### config.mk
export PLATFORM = sky130hd
export DESIGN_NAME = spi_embed_loader
export DESIGN_NICKNAME = d
export VERILOG_FILES = /design/src/rtl/embed_loader_pkg.sv /design/src/rtl/spi_in_sync.sv /design/src/rtl/spi_embed_loader.sv
export SDC_FILE = /design/constraint.sdc
export NUM_CORES = 1
export LEC_CHECK = 0
export CAP_MARGIN = 20
export CORE_MARGIN = 10
export CORE_UTILIZATION = 56
export DETAILED_ROUTE_END_ITERATION = 12
export GPL_TIMING_DRIVEN = 0
export PLACE_DENSITY = 0.95
export SLEW_MARGIN = 20
export SYNTH_ARGS = -nofsm -noshare
export SYNTH_HDL_FRONTEND = slang
export SYNTH_SLANG_ARGS = --single-unit
### constraint.sdc
create_clock -name i_clk -period 3.7 [get_ports i_clk]
set_input_delay 0.925 -clock i_clk [delete_from_list [all_inputs] [get_ports i_clk]]
set_output_delay 0.925 -clock i_clk [all_outputs]
set_load 0.01 [all_outputs]
### src/rtl/embed_loader_pkg.sv
// Shared state encodings, bus constants and sizing helper for the SPI embed loader.
package embed_loader_pkg;

    typedef logic [2:0] state_t;

    localparam logic [2:0] ST_IDLE  = 3'd0;
    localparam logic [2:0] ST_ADDR  = 3'd1;
    localparam logic [2:0] ST_WE    = 3'd2;
    localparam logic [2:0] ST_DATA  = 3'd3;
    localparam logic [2:0] ST_BUS   = 3'd4;
    localparam logic [2:0] ST_DONE  = 3'd5;
    localparam logic [2:0] ST_RDOUT = 3'd6;

    localparam logic [1:0] SEL_ALL = 2'b11;

    // Bit counter must index the longer of the two serial fields.
    function automatic int cnt_width(input int a, input int b);
        return $clog2((a > b) ? a : b);
    endfunction

endpackage

### src/rtl/spi_in_sync.sv
// Synchronises spi_clk/spi_mosi into clk and flags synced rising edges of spi_clk.
// Latency SYNC_STAGES cycles to sclk_rise; no backpressure, the serial master free-runs.
module spi_in_sync #(
    parameter int SYNC_STAGES = 2
) (
    input  logic clk,
    input  logic rst,
    input  logic spi_clk,
    input  logic spi_mosi,
    output logic sclk_rise,
    output logic mosi
);

    logic [SYNC_STAGES-1:0] clk_sync;
    logic [SYNC_STAGES-1:0] mosi_sync;
    logic                   clk_prev;

    // mosi idles high, so its chain resets to 1 to keep a stray edge from looking like a start bit.
    always_ff @(posedge clk) begin
        if (rst) begin
            clk_sync  <= '0;
            mosi_sync <= '1;
            clk_prev  <= 1'b0;
        end else begin
            clk_sync  <= {clk_sync[SYNC_STAGES-2:0], spi_clk};
            mosi_sync <= {mosi_sync[SYNC_STAGES-2:0], spi_mosi};
            clk_prev  <= clk_sync[SYNC_STAGES-1];
        end
    end

    assign sclk_rise = clk_sync[SYNC_STAGES-1] & ~clk_prev;
    assign mosi      = mosi_sync[SYNC_STAGES-1];

endmodule

### src/rtl/spi_embed_loader.sv
// Serial slave turning each SPI frame into one Wishbone single transfer; miso=1 while busy.
// miso follows a synced sclk rise by 1 cycle; the bus waits on ack/err up to TIMEOUT cycles.
module spi_embed_loader
    import embed_loader_pkg::*;
#(
    parameter int ADDR_W      = 24,
    parameter int DATA_W      = 16,
    parameter int SYNC_STAGES = 2,
    parameter int TIMEOUT     = 255
) (
    input  logic              i_clk,
    input  logic              i_rst,
    input  logic              i_enable,
    input  logic              i_spi_clk,
    input  logic              i_spi_mosi,
    output logic              o_spi_miso,
    output logic              o_wb_cyc,
    output logic              o_wb_stb,
    output logic              o_wb_we,
    output logic [ADDR_W-1:0] o_wb_adr,
    output logic [DATA_W-1:0] o_wb_o_dat,
    output logic [1:0]        o_wb_sel,
    input  logic [DATA_W-1:0] i_wb_i_dat,
    input  logic              i_wb_ack,
    input  logic              i_wb_err,
    output logic              o_err
);

    localparam int CNT_W = cnt_width(ADDR_W, DATA_W);
    localparam int TMO_W = $clog2(TIMEOUT + 1);

    logic              sclk_rise;
    logic              mosi;
    state_t            state;
    logic [CNT_W-1:0]  cnt;
    logic [TMO_W-1:0]  tmo_cnt;
    logic [ADDR_W-1:0] addr_sr;
    logic [DATA_W-1:0] wdat_sr;
    logic [DATA_W-1:0] rdat_sr;
    logic              we_r;
    logic              bus_act;
    logic              miso_r;
    logic              err_r;
    logic              tmo_hit;
    logic              bus_end;

    spi_in_sync #(
        .SYNC_STAGES(SYNC_STAGES)
    ) u_sync (
        .clk       (i_clk),
        .rst       (i_rst),
        .spi_clk   (i_spi_clk),
        .spi_mosi  (i_spi_mosi),
        .sclk_rise (sclk_rise),
        .mosi      (mosi)
    );

    // BUS cycles are counted from 0, so the last permitted one holds TIMEOUT-1.
    assign tmo_hit = (tmo_cnt == TMO_W'(TIMEOUT - 1));
    assign bus_end = i_wb_ack | i_wb_err | tmo_hit;

    always_ff @(posedge i_clk) begin
        if (i_rst) begin
            state   <= ST_IDLE;
            cnt     <= '0;
            tmo_cnt <= '0;
            addr_sr <= '0;
            wdat_sr <= '0;
            rdat_sr <= '0;
            we_r    <= 1'b0;
            bus_act <= 1'b0;
            miso_r  <= 1'b0;
            err_r   <= 1'b0;
        end else if (!i_enable) begin
            state   <= ST_IDLE;
            cnt     <= '0;
            tmo_cnt <= '0;
            bus_act <= 1'b0;
            miso_r  <= 1'b0;
        end else begin
            case (state)
                ST_IDLE: begin
                    if (sclk_rise && !mosi) begin
                        state  <= ST_ADDR;
                        cnt    <= '0;
                        miso_r <= 1'b1;
                    end
                end
                ST_ADDR: begin
                    if (sclk_rise) begin
                        addr_sr <= {mosi, addr_sr[ADDR_W-1:1]};
                        if (cnt == CNT_W'(ADDR_W - 1)) begin
                            state <= ST_WE;
                            cnt   <= '0;
                        end else begin
                            cnt <= cnt + 1'b1;
                        end
                    end
                end
                ST_WE: begin
                    if (sclk_rise) begin
                        we_r <= mosi;
                        cnt  <= '0;
                        if (mosi) begin
                            state <= ST_DATA;
                        end else begin
                            state   <= ST_BUS;
                            bus_act <= 1'b1;
                            tmo_cnt <= '0;
                        end
                    end
                end
                ST_DATA: begin
                    if (sclk_rise) begin
                        wdat_sr <= {mosi, wdat_sr[DATA_W-1:1]};
                        if (cnt == CNT_W'(DATA_W - 1)) begin
                            state   <= ST_BUS;
                            cnt     <= '0;
                            bus_act <= 1'b1;
                            tmo_cnt <= '0;
                        end else begin
                            cnt <= cnt + 1'b1;
                        end
                    end
                end
                ST_BUS: begin
                    // Serial edges arriving here are dropped on purpose.
                    if (bus_end) begin
                        state   <= ST_DONE;
                        cnt     <= '0;
                        tmo_cnt <= '0;
                        bus_act <= 1'b0;
                        miso_r  <= 1'b0;
                        rdat_sr <= (i_wb_ack && !i_wb_err && !tmo_hit) ? i_wb_i_dat : '0;
                        if (i_wb_err || (tmo_hit && !i_wb_ack)) begin
                            err_r <= 1'b1;
                        end
                    end else begin
                        tmo_cnt <= tmo_cnt + 1'b1;
                    end
                end
                ST_DONE: begin
                    if (sclk_rise) begin
                        cnt <= '0;
                        if (we_r) begin
                            state <= ST_IDLE;
                        end else begin
                            state  <= ST_RDOUT;
                            miso_r <= rdat_sr[0];
                        end
                    end
                end
                ST_RDOUT: begin
                    if (sclk_rise) begin
                        if (cnt == CNT_W'(DATA_W - 1)) begin
                            state  <= ST_IDLE;
                            cnt    <= '0;
                            miso_r <= 1'b0;
                        end else begin
                            rdat_sr <= {1'b0, rdat_sr[DATA_W-1:1]};
                            miso_r  <= rdat_sr[1];
                            cnt     <= cnt + 1'b1;
                        end
                    end
                end
                default: begin
                    state   <= ST_IDLE;
                    cnt     <= '0;
                    bus_act <= 1'b0;
                    miso_r  <= 1'b0;
                end
            endcase
        end
    end

    assign o_spi_miso = miso_r;
    assign o_wb_cyc   = bus_act;
    assign o_wb_stb   = bus_act;
    assign o_wb_we    = we_r;
    assign o_wb_adr   = addr_sr;
    assign o_wb_o_dat = wdat_sr;
    assign o_wb_sel   = bus_act ? SEL_ALL : 2'b00;
    assign o_err      = err_r;

endmodule

== After elaboration in Yosys (flattened, before gate mapping) ==
Cells that the tools add are included.

* Add/sub/neg operators: 2
* $mul: 0
* Divide/modulo/power cells: 0
* Magnitude comparators: 0
* Eq/ne operators: 24
* Shift-type cells: 0
* Multiplexer cells: 45
* Bitwise logic cells: 7
* Reduce and logical (&&, ||, !) cells: 27

{| class="wikitable"
|+ Operators with widths
! operator !! count
|-
| $mux W16 || 4
|-
| $mux W8 || 5
|-
| $mux W3 || 12
|-
| $mux W5 || 7
|-
| $pmux W16 S2 || 1
|-
| $ne A2 B2 Y1 const B || 13
|-
| $pmux W5 S5 || 1
|-
| $pmux W8 S3 || 1
|-
| $pmux W3 S7 || 1
|-
| $reduce_and A5 Y1 || 3
|-
| $reduce_and A6 Y1 || 2
|-
| $mux W1 || 10
|-
| $reduce_and A10 Y1 || 1
|-
| $eq A3 B3 Y1 const B || 3
|-
| $reduce_and A3 Y1 || 3
|-
| $add A8 B1 Y8 const B || 1
|-
| $eq A8 B8 Y1 const B || 1
|-
| $eq A3 B2 Y1 const B || 2
|-
| $reduce_or A2 Y1 || 3
|-
| $add A5 B1 Y5 const B || 1
|-
| $eq A5 B4 Y1 const B || 1
|-
| $eq A5 B5 Y1 const B || 1
|-
| $pmux W1 S5 || 1
|-
| $logic_and A1 B1 Y1 || 4
|-
| 15 further kinds || 23
|}

* Flip-flop bits (word level): 81
* Latch bits: 0
* RAM bits: 0
* Bits in read-only memories: 0
* Input bits: 23
* Output and inout bits: 47
* Word-level logic and storage cells: 118
* Memories: 0

== Depth between registers and ports, before layout ==
* Word-level depth: 6
* Depth in mapped cells: 11
* Mapped depth without buffers: 9

== Cells and area by module ==
A second synthesis with hierarchy kept.

* Cell total of the unflattened synthesis: 419
* Area total of the unflattened synthesis: 3,447.1 µm²

{| class="wikitable"
|+ By module, submodules not included
! module !! instances !! cells each !! area each (µm²) !! sequential area each (µm²)
|-
| spi_embed_loader || 1 || 408 || 3,301.9 || 1,521.5
|-
| spi_in_sync || 1 || 11 || 145.1 || 100.1
|}

== Least setup slack after synthesis ==
Ideal clock, no wire load.

* Kind: input-to-reg
* Start point: in i_rst
* End point: reg miso_r, in the netlist o_spi_miso
* Library setup time: 129 ps
* Arrival time: 1,932 ps
* Data required time: 3,571 ps
* Setup slack: 1,639 ps
* Stages on the path: 5
* Path buffers: 3
* Cells stage by stage: clkbuf_1 nand2b_1 clkbuf_1 clkbuf_1 nor2_1

* Longest elaborated chain between the ends: 1

{| class="wikitable"
|+ RTL lines
! what !! RTL line !! source
|-
| start, declared || spi_embed_loader.sv:12 || <nowiki>input logic i_rst,</nowiki>
|-
| $reduce_or A2 Y1 (no line) || - ||
|-
| end signal, assigned || spi_embed_loader.sv:149 || <nowiki>miso_r <= rdat_sr[0];</nowiki>
|-
| end signal, assigned || spi_embed_loader.sv:161 || <nowiki>miso_r <= rdat_sr[1];</nowiki>
|-
| end, declared || spi_embed_loader.sv:42 || <nowiki>logic miso_r;</nowiki>
|}

No other way between the ends.
A chain may end at the register's enable or synchronous reset.

== Final worst setup path ==
* Start point: in i_wb_err
* End point: reg rdat_sr[12]

* Longest elaborated chain between the ends: 6

{| class="wikitable"
|+ RTL lines
! what !! RTL line !! source
|-
| start, declared || spi_embed_loader.sv:25 || <nowiki>input logic i_wb_err,</nowiki>
|-
| $logic_not A1 Y1 || spi_embed_loader.sv:134 || <nowiki>rdat_sr <= (i_wb_ack && !i_wb_err && !tmo_hit) ? i_wb_i_dat : '0;</nowiki>
|-
| $logic_and A1 B1 Y1 (2 in series) || spi_embed_loader.sv:134 ||
|-
| $mux W16 || spi_embed_loader.sv:134 ||
|-
| $mux W16 || spi_embed_loader.sv:128 || <nowiki>if (bus_end) begin</nowiki>
|-
| $pmux W16 S2 || spi_embed_loader.sv:81 || <nowiki>case (state)</nowiki>
|-
| end signal, assigned || spi_embed_loader.sv:134 ||
|-
| end signal, assigned || spi_embed_loader.sv:160 || <nowiki>rdat_sr <= {1'b0, rdat_sr[DATA_W-1:1]};</nowiki>
|-
| end, declared || spi_embed_loader.sv:39 || <nowiki>logic [DATA_W-1:0] rdat_sr;</nowiki>
|}

Several ways; a longest one is shown, not always the timed one. The select of a mux whose other input is x is not followed.

==> results.json <==
{
  "status": "finished, final reports clean",
  "first_iter_violations": 213,
  "synth.net_count": 446,
  "die_w_um": 100.2,
  "antenna_found_initial": 0,
  "rows": 29,
  "drc_errors": 0,
  "syn2layout_area_growth_pct": 28.00,
  "fp.dieArea_um2": 10050,
  "synth_area_um2": 3606,
  "critPathMaxFanout": 10,
  "clock.fmax_mhz": 417.9,
  "initial_core_util_pct": 57.11,
  "end_kind": "flip-flop",
  "startpoint": "i_wb_err",
  "first_global_vias": 3280,
  "arrival_ns": 2.67,
  "cts_hold_buf": 0,
  "worstMarginPinSlew_ns": 0.6008,
  "cts_buffers": 9,
  "critical_path_class": "in -> reg",
  "cts_setup_buffers": 0,
  "mostFrequentLayoutCell": "dfxtp_1",
  "firstDrtPassIters": 5,
  "reg2reg_slack_ns": 1.37,
  "hold_ws_ns": 0.4133,
  "clock_latency_ns": 0.36,
  "cp_cell_sequence": "clkdlybuf4s50_1, nor4_4, o211ai_4, o211ai_2, buf_2, a221oi_1, nor3_1",
  "setup_tns_ns": 0,
  "utilization_pct": 73.11,
  "ir_drop_v": 0.0003475,
  "cts_max_path_buffers": 2,
  "grt_max_degree": 17,
  "grt-ovfl-total": 0,
  "synth_edf_count": 0,
  "setup-violations-final": 0,
  "timing.rr.end": "tmo_cnt[2]",
  "drv_slew": 0,
  "clock_skew_ns": 0.007115,
  "cts_resized": 0,
  "core_area_um2": 6314,
  "hold_path.class": "reg -> reg",
  "async_flop_share_pct": 0,
  "start_kind": "primary input",
  "final_cell_area_um2": 4616,
  "reg2reg_depth": 9,
  "hold_viol": 0,
  "worstReg2RegStart": "cnt[0]",
  "period_needed_ns": 2.393,
  "path_buf_inv": 2,
  "required_ns": 3.98,
  "die_h_um": 100.2,
  "final_cell_mix": "81 x dfxtp_1, 68 x clkdlybuf4s50_1, 60 x nand2_1",
  "slowest_delay_ns": 0.52,
  "io_buffers": 68,
  "vias": 3367,
  "routed_wl_mm": 9.364,
  "ys_ff_latch": 81,
  "post_drt_via_cell_ratio": 5.815,
  "cap_violations": 0,
  "synthTopCellsByArea": "dfxtp_1 45%, a21oi_1 6.7%, nand2_1 6.2%",
  "synth_area_per_cell_um2": 8.627,
  "ant_nets": 0,
  "critPathTopFamily": "buffers and inverters",
  "htree_levels": 3,
  "antenna_cells": 0,
  "p_total_w": 0.001698,
  "crit_cells": 7,
  "worstSetupEndpoint": "rdat_sr[12]",
  "clk_pin_slew_ns": 0.09,
  "clockRootBuffer": "clkbuf_8",
  "dpl_cell_area_um2": 4383,
  "grtUsageTotal_pct": 18.32,
  "slew_headroom_pct": 59.95,
  "tritoncts": "done",
  "syn_inst": 418,
  "synth_top_area_cell": "dfxtp_1",
  "nets": 525,
  "yosysTopAreaCellShare_pct": 44.97,
  "ios": 70,
  "yosysWarnings": 0,
  "wl_per_cell_um": 16.17,
  "crit_slowest_cell": "clkdlybuf4s50_1",
  "yosys_most_used_dff": "dfxtp_1",
  "leakagePower_nw": 1.734,
  "clock-sinks": 81,
  "drive_above_1_share_pct": 9.960,
  "gp_congestion": 0.9094,
  "hpwlAfterDp_mm": 6.752,
  "yosys.cell_types.count": 54,
  "post-route-period-util_pct": 64.68,
  "powerDensity_nw_per_um2": 367.9,
  "grt_pass1_wl_mm": 15.34,
  "rsz0062_at_grt": "no",
  "ys_seq_area_share_pct": 44.97
}
[layer usage]
layer	GRT usage (%)	wire length, um	vias up
met3	6.181	718	14
met5	0	0	-
met2	31.06	4743	116
met1	20.55	3715	1618
met4	7.500	187	0
li1	-	-	1619
[where the power goes]
part            total, W  leakage (nW)  internal, W  switching (W)
clock           0.000753         0.118     0.000395       0.000357
combinational  0.0000686         0.962    0.0000318      0.0000369
sequential      0.000877         0.653     0.000875     0.00000219
total            0.00170          1.73      0.00130       0.000396
[final cells by class]
class                           instances  area [um2]
Multi-Input combinational cell        296        1772
Fill cell                             457        1698
Sequential cell                        81        1622
Timing Repair Buffer                   68       680.7
Buffer                                 33       182.7
Clock buffer                            9       123.9
Clock inverter                          7       108.9
Tap cell                               77       96.34
Inverter                                8       30.03
[per-stage QoR]
stage	cells	setup slack [ns]
after global placement	563	1.009
after floorplan	418	1.639
after detailed placement	563	0.9340
final	579	1.307
after global routing	579	1.149
after CTS	579	1.302
[synth_stat cells (2+ instances only)]
master,instances
mux2i_1,17
buf_2,11
nand3_1,9
nor3b_1,2
buf_4,4
a221oi_1,14
inv_1,8
a211oi_1,6
ha_1,5
nand4_1,2
nor2b_1,7
or3_1,5
nor3_1,16
a21oi_1,48
buf_6,4
nor2_1,50
nand2_1,60
or2_2,2
nand4b_1,4
dfxtp_1,81
o21ai_0,10
a31oi_1,3
o211a_1,3
nand2b_1,4
clkbuf_1,14
[flip-flops by register name, indices dropped and copies added, names as in the netlist]
signal	flops
o_wb_adr	24
o_wb_o_dat	16
rdat_sr	16
tmo_cnt	8
cnt	5
state	3
u_sync.clk_sync	2
u_sync.mosi_sync	2
o_err	1
o_spi_miso	1
o_wb_cyc	1
o_wb_we	1
u_sync.clk_prev	1
[worst min path at each step]
stage / from / endpoint / slack (ns) / depth (start not counted)
detailed placement: u_sync.mosi_sync[0] / u_sync.mosi_sync[1] / 0.39 / 1
floorplan: u_sync.mosi_sync[0] / u_sync.mosi_sync[1] / 0.39 / 1
CTS: u_sync.mosi_sync[0] / u_sync.mosi_sync[1] / 0.41 / 1
finish: u_sync.mosi_sync[0] / u_sync.mosi_sync[1] / 0.41 / 1
global placement: u_sync.mosi_sync[0] / u_sync.mosi_sync[1] / 0.39 / 1
global route: u_sync.mosi_sync[0] / u_sync.mosi_sync[1] / 0.44 / 1
[kinds of logic (layout without fill, tap and decap cells)]
kind of cell,count (synthesis),after routing,share of synthesized area (%)
fa+ha+maj,5,5,1.735
flops,81,81,44.97
mux,17,17,4.719
xor+xnor,1,1,0.4512
compound gates,99,99,18.32
simple gates,174,174,23.91
buf+inv,41,125,5.899
[worst reg2reg max path: stages, from the launching register on]
cell,delay [ns]
dfxtp_1,0.34
ha_1,0.25
nand3_1,0.13
inv_1,0.05
ha_1,0.23
and2_1,0.17
o211a_1,0.24
a21oi_1,0.48
nor2_1,0.12
a211oi_1,0.24
(Power assumes the default switching activity.)
